--- config.mk ---
export PLATFORM = sky130hd
export DESIGN_NAME = pwr_switch_ack_chan
export DESIGN_NICKNAME = d
export VERILOG_FILES = /design/src/rtl/pwr_switch_pkg.sv /design/src/rtl/pwr_switch_ack_chan.sv
export SDC_FILE = /design/constraint.sdc
export NUM_CORES = 1
export LEC_CHECK = 0
export ABC_AREA = 1
export CAP_MARGIN = 20
export CORE_MARGIN = 2
export CORE_UTILIZATION = 40
export CTS_CLUSTER_DIAMETER = 50
export CTS_CLUSTER_SIZE = 16
export DETAILED_ROUTE_END_ITERATION = 8
export SYNTH_ARGS = -nofsm -noshare
export SYNTH_HDL_FRONTEND = slang
export SYNTH_SLANG_ARGS = --single-unit
--- constraint.sdc ---
create_clock -name clk_i -period 2.1 [get_ports clk_i]
set_input_delay 0.21 -clock clk_i [delete_from_list [all_inputs] [get_ports clk_i]]
set_output_delay 0.21 -clock clk_i [all_outputs]
set_load 0.05 [all_outputs]
--- src/rtl/pwr_switch_pkg.sv ---
// Shared types and constants for the behavioural power-switch ack model.
// Holds the per-channel state encoding, counter widths, jitter LFSR taps and the ramp-load helper.
package pwr_switch_pkg;

    typedef enum logic [1:0] {
        OFF       = 2'd0,
        RAMP_UP   = 2'd1,
        ON        = 2'd2,
        RAMP_DOWN = 2'd3
    } pwr_sw_state_e;

    localparam int CNT_W       = 8;
    localparam int ABORT_CNT_W = 16;

    // Fibonacci taps 16,14,13,11 expressed as a mask over lfsr[15:0]
    localparam logic [15:0] LFSR_TAPS = 16'hB400;

    // Load value for a ramp of 'lat' cycles plus optional jitter; clamps at the counter maximum
    function automatic logic [CNT_W-1:0] ramp_load(input int lat, input logic [1:0] jit);
        logic [CNT_W:0] sum;
        sum = (CNT_W+1)'(lat - 1) + {{(CNT_W-1){1'b0}}, jit};
        return sum[CNT_W] ? {CNT_W{1'b1}} : sum[CNT_W-1:0];
    endfunction

endpackage

--- src/rtl/pwr_switch_ack_chan.sv ---
// One power-switch channel: OFF/RAMP_UP/ON/RAMP_DOWN FSM with a down-counter.
// Ack changes exactly ON_LATENCY/OFF_LATENCY edges after the sampled request; no backpressure.
module pwr_switch_ack_chan
    import pwr_switch_pkg::*;
#(
    parameter int ON_LATENCY  = 15,
    parameter int OFF_LATENCY = 15,
    parameter bit RESET_ON    = 1'b1
) (
    input  logic       clk_i,
    input  logic       rst_i,
    input  logic       switch_ni,
    input  logic [1:0] jitter_i,
    output logic       switch_ack_no,
    output logic       domain_on_o,
    output logic       ramp_o,
    output logic       abort_o,
    output logic       abort_det_o
);

    pwr_sw_state_e    state_q, state_d;
    logic [CNT_W-1:0] cnt_q, cnt_d;
    logic             ack_q, ack_d;
    logic             abort_q, abort_d;

    always_comb begin
        state_d = state_q;
        cnt_d   = cnt_q;
        ack_d   = ack_q;
        abort_d = 1'b0;
        case (state_q)
            OFF: begin
                if (!switch_ni) begin
                    state_d = RAMP_UP;
                    cnt_d   = ramp_load(ON_LATENCY, jitter_i);
                end
            end
            ON: begin
                if (switch_ni) begin
                    state_d = RAMP_DOWN;
                    cnt_d   = ramp_load(OFF_LATENCY, jitter_i);
                end
            end
            RAMP_UP: begin
                // A withdrawn request wins over completion, so ack never toggles on an aborted ramp
                if (switch_ni) begin
                    state_d = RAMP_DOWN;
                    cnt_d   = ramp_load(OFF_LATENCY, jitter_i);
                    abort_d = 1'b1;
                end else if (cnt_q == '0) begin
                    state_d = ON;
                    ack_d   = 1'b0;
                end else begin
                    cnt_d = cnt_q - CNT_W'(1);
                end
            end
            RAMP_DOWN: begin
                if (!switch_ni) begin
                    state_d = RAMP_UP;
                    cnt_d   = ramp_load(ON_LATENCY, jitter_i);
                    abort_d = 1'b1;
                end else if (cnt_q == '0) begin
                    state_d = OFF;
                    ack_d   = 1'b1;
                end else begin
                    cnt_d = cnt_q - CNT_W'(1);
                end
            end
            default: state_d = state_q;
        endcase
    end

    always_ff @(posedge clk_i) begin
        if (rst_i) begin
            state_q <= RESET_ON ? ON : OFF;
            cnt_q   <= '0;
            ack_q   <= ~RESET_ON;
            abort_q <= 1'b0;
        end else begin
            state_q <= state_d;
            cnt_q   <= cnt_d;
            ack_q   <= ack_d;
            abort_q <= abort_d;
        end
    end

    assign switch_ack_no = ack_q;
    assign domain_on_o   = (state_q == ON);
    assign ramp_o        = (state_q == RAMP_UP) || (state_q == RAMP_DOWN);
    assign abort_o       = abort_q;
    assign abort_det_o   = abort_d;

endmodule

# After elaboration in Yosys (flattened, before gate mapping)
# Cells that the tools add are included.
# classes
addsub,2
multipliers,0
div_mod_pow,0
magnitude_cmp,0
eq_ne,11
n_shift,0
muxes,22
bitwise_logic,0
n_reduce_logical,7
# ops
operator,count
two-way mux 8 bit,6
case mux 8 bit (4 select lines),1
two-way mux 2 bit,6
"!= test 2 bit, second input constant",6
zero test 8 bit,1
case mux 2 bit (4 select lines),1
"subtractor 8 x 1 -> 8 bit, second input constant",1
two-way mux 1 bit,6
"!= test 3 bit, second input constant",2
"adder 4 x 2 -> 5 bit, first input constant",1
AND reduction 5 bit,1
"equality test 2 bit, second input constant",2
case mux 1 bit (2 select lines),2
AND reduction 4 bit,1
"equality test 2 x 1 -> 1 bit, second input constant",1
zero test 2 bit,1
AND reduction 2 bit,1
nonzero test 2 bit,1
logical OR 1 bit,1
# totals
ff_bits,12
latchBits,0
mem_bits_rw,0
rom_bits,0
inputBits,5
output_inout_bits,5
word_cells,46
memories,0

# Longest topological paths before layout
# logic_depth
ltp_word,4
ltp_mapped,11
mapped_depth_nobuf,11

# Least setup slack after synthesis
# No wires, ideal clock.
# synth_path
path_kind,register -> register
startpoint,register state_q[0]
endpoint,register cnt_q[0]
setup_time_ps,66
arrival_time_ps,1603
t_required_ps,2034
slack_ps,431
stages_incl_launch_ff,10
n_path_buf,0
synth_period_minus_slack_ps,1669
cell_sequence,dfxtp_1 > ha_1 > inv_1 > o21ai_2 > inv_1 > nand2_2 > nand2_1 > nand2_1 > nand2_1 > a21oi_2
# synth_between
elab_chain_cells,3
elab_cells_between_ends,8
classes_between,eq/ne: 5; mux: 1; reduce/logical: 2
# synth_rtl
element,line_no,text
"start, declared",pwr_switch_ack_chan.sv:21,"pwr_sw_state_e state_q, state_d;"
"start signal, assigned",pwr_switch_ack_chan.sv:75,state_q <= RESET_ON ? ON : OFF;
"start signal, assigned",pwr_switch_ack_chan.sv:80,state_q <= state_d;
equality test 2 bit or zero test 2 bit (tied branches),pwr_switch_ack_chan.sv:31,case (state_q)
!= test 2 bit (no source line),--,
AND reduction 2 bit (no source line),--,
"end signal, assigned",pwr_switch_ack_chan.sv:81,cnt_q <= cnt_d;
"end, declared",pwr_switch_ack_chan.sv:22,"logic [CNT_W-1:0] cnt_q, cnt_d;"
# Several ways; a longest one is shown, not always the timed one.
# A chain may end at the register's enable or synchronous reset.

# Worst setup path after layout
# layout_path
startpoint,register state_q[0]
endpoint,output domain_on_o
# layout_between
elab_chain_cells,1
# layout_rtl
element,line_no,text
equality test 2 bit,pwr_switch_ack_chan.sv:88,assign domain_on_o = (state_q == ON);
"end, declared",pwr_switch_ack_chan.sv:15,"output logic domain_on_o,"
# No other way between the ends.

==> flow_results.org <==
** Timing
- Setup repair after global routing left no endpoint under its margin.
- The number of pins with negative max-slew slack in the final report was 0.
- Transition at the pin with the smallest max-transition slack :: 495 ps
- Peak Freq :: 517 MHz
- The count of final hold-check violations is 0.
- In the finished design, the share of the clock period the worst path needs comes to 92.1%.
- Skew final :: 4.11 ps
- Setup violations remaining at the end of the flow were counted as 0.
- Measured against its own limit, the worst slew margin works out to 66.9%.
- Time the worst path needs with I/O delays and setup :: approximately 1900 ps
- Minimum setup slack in the final design :: 167 ps
- For the final routed database, the setup TNS stands at 0 ps.

** Job
- Count of maximum capacitance violations :: 0

** Clock tree
- Post-CTS timing repair inserted 0 buffers for setup.
- Skew-Pair Late Insertion Delay :: 280 ps
- # H-tree levels :: 1
- Root cell of the clock tree :: sky130_fd_sc_hd__clkbuf_4
- CTS tree :: done
- Clock tree buffer depth :: 2
- Post-CTS Hold Buffers :: 0
- In this run, CTS created clock tree buffers numbering 3.
- For this design, the sink count on the clock tree is 12.
- Post-CTS Resized :: 0
- After clock tree synthesis, the clock-pin slew on the worst setup and hold paths is 90 ps.

** Logic synthesis
- Averaged over all synthesized cells, the footprint is 6.65 um^2.
- Netlist cell types :: 24
- Simple-gate portion of the synthesized area :: 36.8%
- Fraction of the mapped netlist area in compound gates :: 15.6%
- After synthesis, the cell types taking the most area are sky130_fd_sc_hd__dfxtp_1 27%, sky130_fd_sc_hd__nand2_1 14%, sky130_fd_sc_hd__ha_1 8.3%.
- After synthesis, the largest area contributor takes up 26.6% of total cell area.
- Of all flip-flops after synthesis, the portion carrying an async set or reset was 0%.
- Synthesized-area fraction occupied by xor and xnor cells :: 1.94%
- The synthesized netlist occupies a cell area of 905 um^2.
- The number of nets handed over by synthesis was 147.
- Post-synthesis instance total :: 136
- Number of flip-flops and latches in the synthesized netlist :: 12
- Cell taking the most area after synthesis :: sky130_fd_sc_hd__dfxtp_1
- Area share of fa/ha/maj cells after synthesis :: roughly 8.3%
- Post-synthesis mux area share :: 0%
- After synthesis, the largest family of logic cells by area is simple AND/OR/NAND/NOR gates.
- EDFF count, synth :: 0
- Number of warnings printed during yosys synthesis :: 0
- In the synthesized netlist the dominant register cell turns out to be sky130_fd_sc_hd__dfxtp_1.
- The share of the Yosys chip area taken by registers is between 20% and 30%.

** Finish
- Summing all non-filler instances in the final layout gives an area of between 1000 and 1500 um^2.
- Non-filler cells, final :: 177
- After the last flow step, the layout net total stands at roughly 160.
- The post-route netlist has 17.4% of its cells at a drive strength greater than 1.
- 0 antenna diodes ended up in the layout.
- Measured on the finished design, the core utilization comes to 49.3%.
- Area growth from synthesis to layout :: 18.3%

** Routing
- Drt first pass iters :: 4
- Post-route DRC :: 0
- Ratio of routed vias to standard cells :: 4.80
- Final routed wire length divided by cell count :: 11.2 um
- Remaining number of nets flagged by the antenna check after routing :: 0
- Drt initial violations :: 19
- Wire length reported by the detailed router :: just under 2000 um
- Total vias in the final route :: 850

** Power
- VDD sags by at most 0.000832 V.
- The analysis attributes to net switching a power of 910 uW.
- Share of power burned in combinational logic :: 66.4%
- Internal power consumption :: approximately 800 uW
- Sw frac :: 53.1%
- In this run, the clock network consumes a little under an eighth of the power.
- Dividing total power by cell area gives a power density of 1600 nW/um^2.
- Total leakage power :: 0.500 nW
- Fraction of power consumed by sequential logic :: 22.1%

** Die
- Core area :: between 2000 and 2500 um^2
- During I/O placement, the number of pins put on the boundary was 10.
- DIE AREA :: 2660 um^2
- For this configuration, the core starts out at a cell density of 41.7%.
- The floorplan step set the die width to slightly above 50 um.
- FP Rows :: 17
- The die is ~52 um tall.

** Worst setup path
- Crit start category :: flop
- Critical Path Max Stage Delay :: 800 ps
- Crit path capture type :: primary output
- The largest individual stage delay along the critical path comes from the cell sky130_fd_sc_hd__clkdlybuf4s50_1.
- CP cell instances :: inv_1 > ha_1 > clkdlybuf4s50_1
- Kind of critical path :: flop to primary output
- Along the worst path, the maximum fanout reaches 6.
- At the worst endpoint, the required time is about 1900 ps.
- STA puts the critical path data arrival time at 1720 ps.

** Placement
- Final RePlAce weighted congestion :: 0.870
- The number of placed instances, taps included, is 173.
- Post-detailed-placement half-perimeter wirelength :: 1580 um
- Placed instance area :: 1030 um^2
- Buffers added on ports :: 9
- Before CTS, the worst setup slack after placement is 469 ps.

** Outcome
- The flow ran to the end, and the final reports show no timing, DRC or antenna violations.

** Worst hold path
- Class of the tightest hold or removal check :: flop to flop

** Global routing
- Antenna violations before repair :: 0
- Summed over all layers, the global routing overflow is 0.
- The first global-routing pass estimated 3350 um of wire.
- Global-route usage over all layers :: 17.0%
- Entering global routing, the biggest net connects 11 pins.
- Via count of the first global-routing pass :: ~810
## cells in the final DEF (no fill, tap or decap), drive strengths merged
cell type and instances:
a21oi 10, nand2 39, xor2 2, o21bai 1, clkbuf 4, nand3 9
clkdlybuf4s50 7, nor3 3, buf 3, inv 23, o211ai 1, o21ai 10
dfxtp 12, ha 6, a21boi 1, nor2 18
## cell families (layout without fill, tap and decap cells)
family                   after synthesis  count (layout)
AND/OR/NAND/NOR                       69              69
buffers and inverters                 24              37
AO/OA/AOI/OAI                         23              23
flip-flops                            12              12
adder cells (fa/ha/maj)                6               6
XOR/XNOR                               2               2
## registers in the layout (all words and copies together) (netlist names)
name,flops
cnt_q,8
state_q,2
abort_o,1
switch_ack_no,1
## worst max-delay path, delay by kind of cell, from the launching register on
kind	cells	cell delay, ps
DFF	1	360
adders and majority gates	1	170
buffers and inverters	2	910
## layer usage
layer,up-vias,global-route usage (%),share of wire [%]
li1,453,-,-
met1,371,21.5,49
met2,18,27.1,45
met3,8,3.45,3.0
met4,0,9.21,3.0
met5,-,0,0
## layout make-up
cell class,count,area [um^2]
Tap cell,28,35.0
Timing Repair Buffer,10,105
Fill cell,227,1100
Clock buffer,4,36.3
Sequential cell,12,240
Inverter,23,86.3
Multi-Input combinational cell,100,567
## power by group through the flow
| stage | clock network [mW] | logic (mW) | registers [mW] |
|---|---|---|---|
| after CTS | 0.203 | 1.14 | 0.378 |
| after global placement | 0 | 1.13 | 0.378 |
| after floorplan | 0 | 0.874 | 0.391 |
| after detailed placement | 0 | 1.14 | 0.383 |
| after global routing | 0.214 | 1.27 | 0.388 |
| final | 0.197 | 1.14 | 0.379 |
## synth_stat cells (3+ instances only)
cell type                  n
sky130_fd_sc_hd__o21ai_2   3
sky130_fd_sc_hd__nor2_1   13
sky130_fd_sc_hd__o21ai_0   5
sky130_fd_sc_hd__ha_1      6
sky130_fd_sc_hd__nand2_2   4
sky130_fd_sc_hd__a21oi_1   8
sky130_fd_sc_hd__dfxtp_1  12
sky130_fd_sc_hd__inv_1    20
sky130_fd_sc_hd__nand2_1  34
sky130_fd_sc_hd__nand3_1   9
sky130_fd_sc_hd__inv_2     3
## worst paths after layout
check        slack [ps]                     from  cells past startpoint               endpoint
max                 170  state_q[0]$_SDFFE_PP0P_                      3            domain_on_o
max reg2reg         590    cnt_q[0]$_SDFFE_PP0P_                     11  cnt_q[2]$_SDFFE_PP0P_
min                 480    cnt_q[0]$_SDFFE_PP0P_                      2  cnt_q[0]$_SDFFE_PP0P_
min reg2reg         480    cnt_q[0]$_SDFFE_PP0P_                      2  cnt_q[0]$_SDFFE_PP0P_
## stage by stage
stage | hold WS [ps] | power (mW)
floorplan | 272 | 1.27
detailed placement | 467 | 1.52
CTS | 481 | 1.72
global route | 499 | 1.87
finish | 481 | 1.71
global placement | 467 | 1.51
Power figures use the tool's default switching activity.
